### src/rtl/inst_fetch_pc_gen.sv
// Fetch-request front end for the dual-way fetch path.
// Owns the program counter and keeps at most one 8-byte fetch in flight.
// Each returned 64-bit word is pushed as a way0/way1 pair once both per-way
// buffers are ready. Redirects take priority in every state, and a response
// still in flight at redirect time is discarded.
//
// state | meaning
// ------+------------------------------------------------------------
// IDLE  | no request outstanding; issue fetch of {pc,000} unless jumping
// WAIT  | one request outstanding; its response is wanted
// HOLD  | response captured, waiting for both way buffers to be ready
// DROP  | one request outstanding whose response is stale; discard it
module inst_fetch_pc_gen #(
   parameter logic [31:0] RESET_PC = 32'h8000_0000
) (
   input  logic        clk,
   input  logic        reset,
   input  logic        jumpFlag_i,
   input  logic [31:0] jumpAddr_i,
   output logic        imem_req_o,
   output logic [31:0] imem_addr_o,
   input  logic        imem_rvalid_i,
   input  logic [63:0] imem_rdata_i,
   input  logic        way0_ready_i,
   input  logic        way1_ready_i,
   output logic        way0_valid_o,
   output logic [31:0] way0_inst_o,
   output logic [31:0] way0_instAddr_o,
   output logic        way1_valid_o,
   output logic [31:0] way1_inst_o,
   output logic [31:0] way1_instAddr_o
);

   typedef enum logic [1:0] {
      S_IDLE = 2'd0,
      S_WAIT = 2'd1,
      S_HOLD = 2'd2,
      S_DROP = 2'd3
   } state_t;

   state_t      state_q;
   state_t      state_d;
   logic [28:0] pc_q;
   logic        skip0_q;
   logic [63:0] hold_data_q;
   logic        hold_skip0_q;

   logic        both_ready;
   logic        deliver;
   logic        capture;
   logic [63:0] dlv_data;
   logic        dlv_skip0;

   // Jump targets are word aligned, so the two low bits carry no information.
   logic        unused_jump_lsbs;
   assign unused_jump_lsbs = ^jumpAddr_i[1:0];

   assign both_ready  = way0_ready_i & way1_ready_i;
   assign imem_addr_o = {pc_q, 3'b000};

   // State register.
   always_ff @(posedge clk) begin
      if (reset) begin
         state_q <= S_IDLE;
      end else begin
         state_q <= state_d;
      end
   end

   // Next-state logic; a jump overrides any delivery or capture.
   always_comb begin
      state_d = state_q;
      case (state_q)
         S_IDLE: begin
            if (!jumpFlag_i) state_d = S_WAIT;
         end
         S_WAIT: begin
            if (jumpFlag_i)         state_d = imem_rvalid_i ? S_IDLE : S_DROP;
            else if (imem_rvalid_i) state_d = both_ready ? S_IDLE : S_HOLD;
         end
         S_HOLD: begin
            if (jumpFlag_i || both_ready) state_d = S_IDLE;
         end
         S_DROP: begin
            if (imem_rvalid_i) state_d = S_IDLE;
         end
         default: state_d = S_IDLE;
      endcase
   end

   // Output decode: request strobe, deliver/capture strobes and data source.
   always_comb begin
      imem_req_o = 1'b0;
      deliver    = 1'b0;
      capture    = 1'b0;
      dlv_data   = imem_rdata_i;
      dlv_skip0  = skip0_q;
      case (state_q)
         S_IDLE: begin
            imem_req_o = ~jumpFlag_i & ~reset;
         end
         S_WAIT: begin
            if (imem_rvalid_i && !jumpFlag_i) begin
               deliver = both_ready;
               capture = ~both_ready;
            end
         end
         S_HOLD: begin
            dlv_data  = hold_data_q;
            dlv_skip0 = hold_skip0_q;
            deliver   = both_ready & ~jumpFlag_i;
         end
         default: ;
      endcase
   end

   // Program counter, hold buffer and registered way outputs.
   always_ff @(posedge clk) begin
      if (reset) begin
         pc_q            <= RESET_PC[31:3];
         skip0_q         <= 1'b0;
         hold_data_q     <= '0;
         hold_skip0_q    <= 1'b0;
         way0_valid_o    <= 1'b0;
         way1_valid_o    <= 1'b0;
         way0_inst_o     <= '0;
         way1_inst_o     <= '0;
         way0_instAddr_o <= '0;
         way1_instAddr_o <= '0;
      end else begin
         way0_valid_o <= deliver & ~dlv_skip0;
         way1_valid_o <= deliver;
         if (jumpFlag_i) begin
            pc_q    <= jumpAddr_i[31:3];
            skip0_q <= jumpAddr_i[2];
         end else if (deliver) begin
            pc_q    <= pc_q + 29'd1;
            skip0_q <= 1'b0;
         end
         if (capture) begin
            hold_data_q  <= imem_rdata_i;
            hold_skip0_q <= skip0_q;
         end
         if (deliver) begin
            way0_inst_o     <= dlv_data[31:0];
            way1_inst_o     <= dlv_data[63:32];
            way0_instAddr_o <= {pc_q, 3'b000};
            way1_instAddr_o <= {pc_q, 3'b100};
         end
      end
   end

endmodule
### config.mk
export PLATFORM = sky130hd
export DESIGN_NAME = inst_fetch_pc_gen
export DESIGN_NICKNAME = d
export VERILOG_FILES = /design/src/rtl/inst_fetch_pc_gen.sv
export SDC_FILE = /design/constraint.sdc
export NUM_CORES = 1
export LEC_CHECK = 0
export ABC_AREA = 1
export CORE_ASPECT_RATIO = 1.5
export CORE_UTILIZATION = 47
export CTS_CLUSTER_SIZE = 40
export DETAILED_ROUTE_END_ITERATION = 10
export PLACE_DENSITY_LB_ADDON = 0.12
export SLEW_MARGIN = 20
export SYNTH_ARGS = -nofsm -noshare
export SYNTH_HDL_FRONTEND = slang
export SYNTH_SLANG_ARGS = --single-unit
### constraint.sdc
create_clock -name clk -period 2.15 [get_ports clk]
set_clock_uncertainty 0.2 [all_clocks]
set_input_delay 0.43 -clock clk [delete_from_list [all_inputs] [get_ports clk]]
set_output_delay 0.43 -clock clk [all_outputs]
set_load 0.03 [all_outputs]
==> metrics.csv, run 1 <==
metric,value,unit
cell taking the most area after synthesis,dfxtp_1,
LEAKAGE,0.00548,uW
Synth top area share,0.457,
"count leader, synth",nand2_1,
clock-pin slew on the worst setup and hold paths,0.08,ns
Die ar.,18500,um2
placed cells,1589,
"Seq/Total Area, Yosys",0.457,
critical path startpoint,pc_q[27],
core area,17500,um2
die height,166,um
status,"complete, but fails checks",
WL final,25800,um
worst-margin pin slew,0.767,ns
layout cells sized above 1,0.0717,
insertion delay to the later sink of the worst-skew pair,0.44,ns
Slew HR,0.489,
worst r2r src,state_q[0],
syn_area_per_cell,7.17,um2
final hold violation count,0,
R2R Path End,way1_instAddr_o[6],
routed via count,8589,
Crit path required time,1.52,ns
Max Slew Vio Count,0,
CP arrival,1.50,ns
CTS tree,built,
n_diodes,0,
cts hold-fix bufs,0,
clock sink count,193,
Synth top cells by count,"nand2_1 (254), nor2_1 (217), dfxtp_1 (193)",
I/O pin cnt,265,
r2r setup slk,0.17,ns
final worst slack,0.0236,ns
Fin Hold WS,0.255,ns
FF-to-FF path depth,10,
DRC viols,22,
Place WS,-0.143,ns
CTS Buf Count,17,
critical path type,flip-flop to primary output,
"EDFF count, synth",0,
pin count of the biggest net entering global routing,67,
Critical Path Stages,1,
failing checks,DRC,
vias in the first global route,8078,
total track usage,0.280,
Ys Warns,0,
first-pass GRT wire length,41500,um
crit-path cells,clkdlybuf4s50_1,
peak supply drop,0.542,mV
iteration-0 DRC count of the detailed router,617,
post-CTS setup buffer count,0,
startpoint types,flip-flop,
drt pass-1 iters,8,
Die X,111,um
CP Capture Type,primary output,
initial antenna violation count,0,
synth unique cells,32,
via-per-instance ratio,5.30,
fin cells,1622,
"Power, Total",9410,uW
CP top delay family,buffers and inverters,
GR Overflow Total,0,
P&R area growth vs syn,39.8,%
Max H-tree Level,4,
FMAX,470,MHz
WL per Instance,15.9,um
mapped cell area,8450,um2
Detail Route Antenna Nets,0,
clock tree root buffer cell,clkbuf_16,
Detail Placement HPWL,18000,um
Worst path slowest cell,clkdlybuf4s50_1,
RSZ-0062 raised after global routing,false,
CP max FO,3,
Initial Util,0.483,
setup violators final,0,
Synth Flop Type,dfxtp_1,
CP max stage delay,0.69,ns
worst path buffer plus inverter count,1,
cells after synthesis,1179,
Yosys reg bits,193,
Max-Cap Viols,0,
Final period util,0.989,
GP Congestion,0.931,
Power Density,796,nW/um2
Post-synth ARST share,0,
clock tree buffer depth,2,
Hold/Removal Path Class,flip-flop to flip-flop,
I/O Buffers,254,
Final min period,2.13,ns
dominant cells by area after synthesis,"dfxtp_1 (46%), nand2_1 (11%), nor2_1 (9.6%)",
fin nets,1504,
# rows,59,
Worst Setup EP,imem_addr_o[30],
[per-stage QoR]
step                      instance area, um2  setup TNS (ns)  utilization
after detailed placement               11100           -9.24        0.637
after floorplan                         8480               0            -
after CTS                              11700               0        0.669
after global routing                   11800               0        0.675
after global placement                 11100           -7.50        0.637
final                                  11800               0        0.675
[registers in the layout, summed over array words and instances (netlist names)]
name and cells:
hold_data_q 64, hold_skip0_q 1, pc_q 29, skip0_q 1, state_q 2, way0_inst_o 32
way0_valid_o 1, way1_instAddr_o 30, way1_inst_o 32, way1_valid_o 1
[area by class of cell]
| class | count | area (um2) |
|---|---|---|
| Sequential cell | 193 | 3860 |
| Clock buffer | 18 | 439 |
| Inverter | 50 | 198 |
| Timing Repair Buffer | 304 | 3080 |
| Clock inverter | 14 | 155 |
| Timing Repair inverter | 1 | 5.00 |
| Multi-Input combinational cell | 829 | 3800 |
| Fill cell | 1524 | 5680 |
| Tap cell | 213 | 267 |
[power breakdown]
group | internal [uW] | switching [uW]
registers | 3860 | 190
clock network | 1590 | 1570
logic | 838 | 1350
[routing by layer]
layer	global-route usage	part of all wire	up-vias	wire length, um
met5	0	0	-	0
met4	0.159	0.046	0	1190
li1	-	-	4283	-
met2	0.480	0.50	313	12800
met3	0.0679	0.065	66	1680
met1	0.317	0.39	3927	10100
[cells by family after synthesis]
family	share of synthesized area
compound gates	0.187
flops	0.457
fa+ha+maj	0.00888
other cells	0.000444
simple gates	0.238
xor+xnor	0.00933
buf+inv	0.0988
[tightest hold or removal path, delay by kind of cell (launching register included)]
family | cells | cell delay, ns
AND/OR/NAND/NOR | 2 | 0.10
flip-flops | 1 | 0.31
[timing repair]
action                                  in CTS  in global routing
resized for setup                           34                 45
endpoints found under the setup margin      35                125
cloned                                       0                  1
[worst min path at each step]
stage / startpoint / end / slack, ns / cells past startpoint
floorplan: hold_data_q[30] / way0_inst_o[30] / 0.25 / 2
global placement: way1_instAddr_o[2] / way1_instAddr_o[2] / 0.24 / 2
detailed placement: way1_instAddr_o[2] / way1_instAddr_o[2] / 0.24 / 2
CTS: way1_instAddr_o[2] / way1_instAddr_o[2] / 0.25 / 2
global route: hold_data_q[40] / way1_inst_o[8] / 0.29 / 2
finish: way1_instAddr_o[2] / way1_instAddr_o[2] / 0.25 / 2
[cells in the final DEF, fill, tap and decap left out, types with 2 or more instances in the layout]
master	n
a21oi_1	41
inv_4	2
dlygate4sd2_1	33
nand3_1	29
nor2_2	2
buf_4	40
xor2_1	8
nor3_1	9
o21a_1	2
clkdlybuf4s50_1	184
o21ai_1	41
clkinv_4	4
buf_12	9
dfxtp_1	192
inv_6	4
o211ai_1	2
nand2_1	253
a211oi_1	10
clkbuf_16	17
inv_8	4
nand2_2	3
conb_1	8
o21ai_0	117
a31oi_1	71
ha_1	5
dlymetal6s2s_1	36
buf_6	2
nand4_1	2
inv_2	4
a22oi_1	4
nor2_1	215
inv_1	43
clkinv_8	3
Power figures use the tool's default switching activity.
==> inputs of run 2 (changes only) <==
MAX_ROUTING_LAYER = met4   (was default)
==> run 2 against run 1 <==
  * Largest cell class unchanged
  * Critical path depth is the same
  * Critical path type unchanged
  * Total power hardly changed
  * Register-to-register slack got worse by 0.03 ns
  * The flow still finishes with violations (DRC)
  * Utilization grew 0.54 points
  * Final cell count is the same
  * Maximum frequency grew 0.72%
  * Cell area grew 0.79%
  * Global-route usage rose by 0.62 points
  * Largest power group unchanged
  * Via count grew 0.14%
  * Clock power shrank 1%
  * Sequential cell count unchanged
  * Worst hold slack better by 0.013 ns
==> metrics.csv, run 2 (synthesis gave the netlist of run 1 again) <==
metric,value,unit,change
FF-to-FF path depth,10,,unchanged
Final period util,0.982,,-0.00702
Power Density,790,nW/um2,-0.83%
worst-margin pin slew,0.765,ns,-0.00177 ns
crit-path cells,clkdlybuf4s50_1,,
CP Capture Type,primary output,,
P&R area growth vs syn,41.0,%,
WL final,26400,um,+2.3%
fin nets,1503,,-0.066%
"commonest cells after routing, fill and taps aside","nand2_1 (253), nor2_1 (215), dfxtp_1 (192)",,
critical path type,flip-flop to primary output,,
I/O pin cnt,265,,unchanged
iteration-0 DRC count of the detailed router,528,,-14%
layout cells sized above 1,0.0703,,-0.00137
final setup TNS,0,ns,unchanged
I/O Buffers,254,,unchanged
routed via count,8601,,+0.14%
Hold Startpoint,hold_data_q[0],,
pin count of the biggest net entering global routing,66,,-1.5%
Detail Route Antenna Nets,0,,unchanged
Die ar.,18500,um2,unchanged
# rows,59,,unchanged
critical path startpoint,way1_instAddr_o[21],,
worst r2r src,state_q[0],,
setup violators final,0,,unchanged
FMAX,474,MHz,+0.72%
final hold violation count,0,,unchanged
Critical Path Stages,1,,unchanged
clock sink count,193,,unchanged
vias in the first global route,8122,,+0.54%
Slew HR,0.490,,+0.00118
total track usage,0.286,,+0.00621
Die X,111,um,unchanged
LEAKAGE,0.00551,uW,+0.64%
hold-critical path depth,2,,unchanged
Top reg by flops,hold_data_q,,
initial antenna violation count,1,,+1
clock tree root buffer cell,clkbuf_16,,
startpoint types,flip-flop,,
Max H-tree Level,4,,unchanged
Detail Placement HPWL,17900,um,-0.63%
CP max stage delay,0.68,ns,about the same
post-layout util,0.681,,+0.00536
drt pass-1 iters,8,,unchanged
Place WS,-0.188,ns,-0.0453 ns
largest registers,"hold_data_q x64, way0_inst_o x32, way1_inst_o x32",,
placed cells,1583,,-0.38%
CP arrival,1.48,ns,-0.02 ns
final worst slack,0.0387,ns,+0.0151 ns
Final min period,2.11,ns,-0.0151 ns
WL per Instance,16.3,um,+2.3%
Hold/Removal Path Class,flip-flop to flip-flop,,
die height,166,um,unchanged
Fin Hold WS,0.267,ns,+0.0125 ns
GP Congestion,0.928,,-0.41%
via-per-instance ratio,5.30,,+0.14%
clock-pin slew on the worst setup and hold paths,0.08,ns,about the same
core area,17500,um2,unchanged
insertion delay to the later sink of the worst-skew pair,0.44,ns,about the same
peak supply drop,0.554,mV,+2.4%
worst path buffer plus inverter count,1,,unchanged
DRC viols,22,,unchanged
cts hold-fix bufs,0,,unchanged
"commonest non-fill, non-tap cell in the layout",nand2_1,,
first-pass GRT wire length,41000,um,-1.1%
Max-Cap Viols,0,,unchanged
CP top delay family,buffers and inverters,,
Worst path slowest cell,clkdlybuf4s50_1,,
fin cells,1622,,unchanged
CP max FO,3,,unchanged
GR Overflow Total,0,,unchanged
clock tree buffer depth,2,,unchanged
Initial Util,0.483,,unchanged
failing checks,DRC,,
CTS Buf Count,17,,unchanged
status,"complete, but fails checks",,
Max Slew Vio Count,0,,unchanged
Crit path required time,1.52,ns,about the same
max FFs per register,64,,unchanged
CTS tree,built,,
## run 2: cell count changes in the layout (fill, tap and decap cells not counted), sizes merged, moves of 2 or more
cell           previous run  this run
buf                      51        48
clkbuf                   18        20
clkdlybuf4s50           184       186
clkinvlp                  0         2
dlygate4sd2              33        28
dlymetal6s2s             36        39
inv                      57        54
## run 2: worst register-to-register path, delay by kind of cell (launching register included)
family / cells / cell delay [ns]
AOI/OAI and AO/OA: 1 / 0.21
and+or+nand+nor: 3 / 0.32
adders and majority gates: 1 / 0.29
DFF: 1 / 0.38
buffers and inverters: 5 / 0.52
## run 2: area by class of cell
cell class	count	area, um2
diodes	1	2.50
clock buffers	17	425
clock inverters	15	170
fillers	1497	5580
inverters	50	198
multi-input cells	829	3790
flip-flops and latches	193	3860
well taps	213	267
repair buffers	304	3190
## run 2: timing repair
action,CTS,global route
buffers inserted,0,4
resized for setup,29,51
cloned,0,2
endpoints found under the setup margin,29,93
## run 2: routing by layer
layer  share of wire  track usage  vias to the layer above
met5               0            -                        -
met3           0.060       0.0599                       56
met4           0.039        0.136                        0
met1            0.40        0.316                     3970
met2            0.50        0.490                      305
li1                -            -                     4270
## run 2: worst paths after layout
kind / to / slack, ns
worst max-delay path: way1_instAddr_o[21] / 0.04
worst min-delay path: way0_inst_o[0] / 0.27
worst max register to register: way1_instAddr_o[17] / 0.14
worst min register to register: way0_inst_o[0] / 0.27
## run 2: power breakdown
part,switching (uW),internal [uW]
Combinational,1360,861
Sequential,192,3860
Clock,1570,1560
## run 2: metrics by stage
step	cell area, um2	total power, uW
finish	11900	9410
global route	11900	9810
CTS	11700	9440
detailed placement	11100	6340
global placement	11100	6310
floorplan	8480	5440
==> inputs of run 3 (changes only) <==
CORE_UTILIZATION = 42   (was 47)
GPL_ROUTABILITY_DRIVEN = 1   (was default)
clock period = 1.8 ns   (was 2.15 ns; I/O delays follow)
==> run 3 against run 2 <==
  * First-iteration DRC count up 46%
  * Critical path type is now flip-flop to flip-flop
  * The run ends with setup timing left
  * Critical endpoint is now way1_inst_o[13]
  * Register-to-register slack worse by 0.32 ns
  * Sequential power up 20%
  * Critical path depth increased by 11
  * Non-clock buffer count grew 125
  * Sequential share of layout area is 6.2 points lower
  * Total power grew 37%
  * Cell area up 24%
  * Global-route usage increased by 3.0 points
  * Clock power grew 34%
==> metrics.csv, run 3 (synthesis gave the netlist of run 1 again) <==
metric,value,unit,change
status,"complete, but fails checks",,
failing checks,setup timing,,
CTS tree,built,,
setup violators final,180,,+180
"commonest cells after routing, fill and taps aside","nand2_1 (244), dfxtp_1 (180), nor2_1 (123)",,
Power Density,872,nW/um2,+10%
final worst slack,-0.181,ns,-0.220 ns
clock-pin slew on the worst setup and hold paths,0.07,ns,about the same
RSZ-0062 raised after global routing,true,,
final hold violation count,0,,unchanged
clock tree root buffer cell,clkbuf_16,,
core area,19700,um2,+13%
P&R area growth vs syn,74.8,%,
I/O Buffers,254,,unchanged
die height,176,um,+5.7%
I/O pin cnt,265,,unchanged
insertion delay to the later sink of the worst-skew pair,0.45,ns,about the same
post-route design area,14800,um2,+24%
FMAX,505,MHz,
cts hold-fix bufs,0,,unchanged
clock sink count,193,,unchanged
largest registers,"hold_data_q x64, way0_inst_o x32, way1_inst_o x32",,
WL final,34300,um,+30%
Detail Placement HPWL,19100,um,+6.9%
final setup TNS,-13.37,ns,-13.37 ns
placed standard-cell area,11700,um2,+5.0%
Die X,118,um,+5.7%
max FFs per register,64,,unchanged
fin nets,1631,,+8.5%
DR top layer,met4,,
fillcell total,1466,,-2.1%
total track usage,0.317,,+0.0304
CTS Buf Count,17,,unchanged
first-pass GRT wire length,49400,um,+20%
GR Overflow Total,0,,unchanged
initial antenna violation count,0,,-1
Max H-tree Level,4,,unchanged
n_diodes,0,,-1
Die ar.,20700,um2,+12%
# rows,63,,+6.8%
Hold/Removal Path Class,flip-flop to flip-flop,,
startpoint types,flip-flop,,
vias in the first global route,9131,,+12%
Max-Cap Viols,0,,unchanged
via-per-instance ratio,5.37,,+1.2%
M1 WL,13000,um,+24%
routed via count,9640,,+12%
LEAKAGE,0.00621,uW,+13%
Crit path required time,1.96,ns,+0.44 ns
critical path type,flip-flop to flip-flop,,
Final period util,1.10,,
layout cells sized above 1,0.298,,+0.227
CP arrival,2.14,ns,+0.66 ns
GP Congestion,0.970,,+4.6%
met2 routed WL,17500,um,+32%
CP max FO,5,,+2
peak supply drop,0.678,mV,+22%
iteration-0 DRC count of the detailed router,773,,+46%
Initial Util,0.429,,-0.0542
multi-input logic area,4790,um2,+26%
Top reg by flops,hold_data_q,,
WL per Instance,19.1,um,+17%
Detail Route Antenna Nets,0,,unchanged
CP Capture Type,flip-flop,,
FF+latch area,3880,um2,+0.45%
Max Slew Vio Count,0,,unchanged
clock tree buffer depth,2,,unchanged
DRC viols,0,,-100%
Final min period,1.98,ns,
pin count of the biggest net entering global routing,66,,unchanged
"commonest non-fill, non-tap cell in the layout",nand2_1,,
drt pass-1 iters,5,,-3
met3 wire len,1870,um,+17%
==> run 3: worst max-delay path: stages, from the launching register on <==
cell and delay (ns):
dfxtp_4 0.38, inv_4 0.04, ha_4 0.25, inv_2 0.04
nor2_4 0.09, nand2_4 0.10, inv_8 0.08, buf_12 0.11
buf_12 0.12, buf_12 0.12, buf_16 0.11, o21ai_4 0.05
a31oi_1 0.19
==> run 3: through the flow <==
| step | setup slack, ns | hold slack (ns) | util | std cells | total power (uW) |
|---|---|---|---|---|---|
| floorplan | 0.00500 | 0.247 | - | 1186 | 6500 |
| finish | -0.181 | 0.258 | 0.750 | 1796 | 12900 |
| CTS | -0.118 | 0.261 | 0.695 | 1776 | 12400 |
| global placement | -0.388 | 0.249 | 0.593 | 1692 | 7680 |
| global route | -0.237 | 0.287 | 0.750 | 1796 | 13300 |
| detailed placement | -0.387 | 0.251 | 0.593 | 1692 | 7720 |
==> run 3: worst paths after layout <==
kind / end / depth (start not counted) / slack, ns / from
hold reg to reg: way1_instAddr_o[2] / 2 / 0.26 / way1_instAddr_o[2]
setup reg to reg: way1_inst_o[13] / 12 / -0.18 / state_q[1]
hold / removal: way1_instAddr_o[2] / 2 / 0.26 / way1_instAddr_o[2]
setup / recovery: way1_inst_o[13] / 12 / -0.18 / state_q[1]
==> run 3: final cells by class <==
| cell class | instances | area share |
|---|---|---|
| inverters | 50 | 0.0165 |
| well taps | 260 | 0.0220 |
| repair inverters | 3 | 0.00373 |
| clock buffers | 19 | 0.0300 |
| repair buffers | 429 | 0.327 |
| multi-input cells | 829 | 0.324 |
| clock inverters | 13 | 0.0135 |
| flip-flops and latches | 193 | 0.263 |
==> run 3: report_power, final <==
group,switching [uW],leakage (uW),total [uW],internal (uW)
sequential,244,0.00157,4870,4620
combinational,2190,0.00432,3830,1640
clock,1790,0.000312,4190,2400
total,4220,0.00621,12900,8660
==> run 3: timing repair <==
| item | in CTS | in global routing |
|---|---|---|
| setup endpoints to repair | 332 | 251 |
| pin swaps | 34 | 38 |
| gates resized for setup | 422 | 282 |
| gates cloned | 25 | 17 |
| setup buffers | 28 | 7 |
==> run 3: per-layer routing <==
metal	vias to the layer above	GRT usage
li1	4542	-
met1	4554	0.341
met2	439	0.552
met3	105	0.0494
met4	0	0.182
met5	-	-
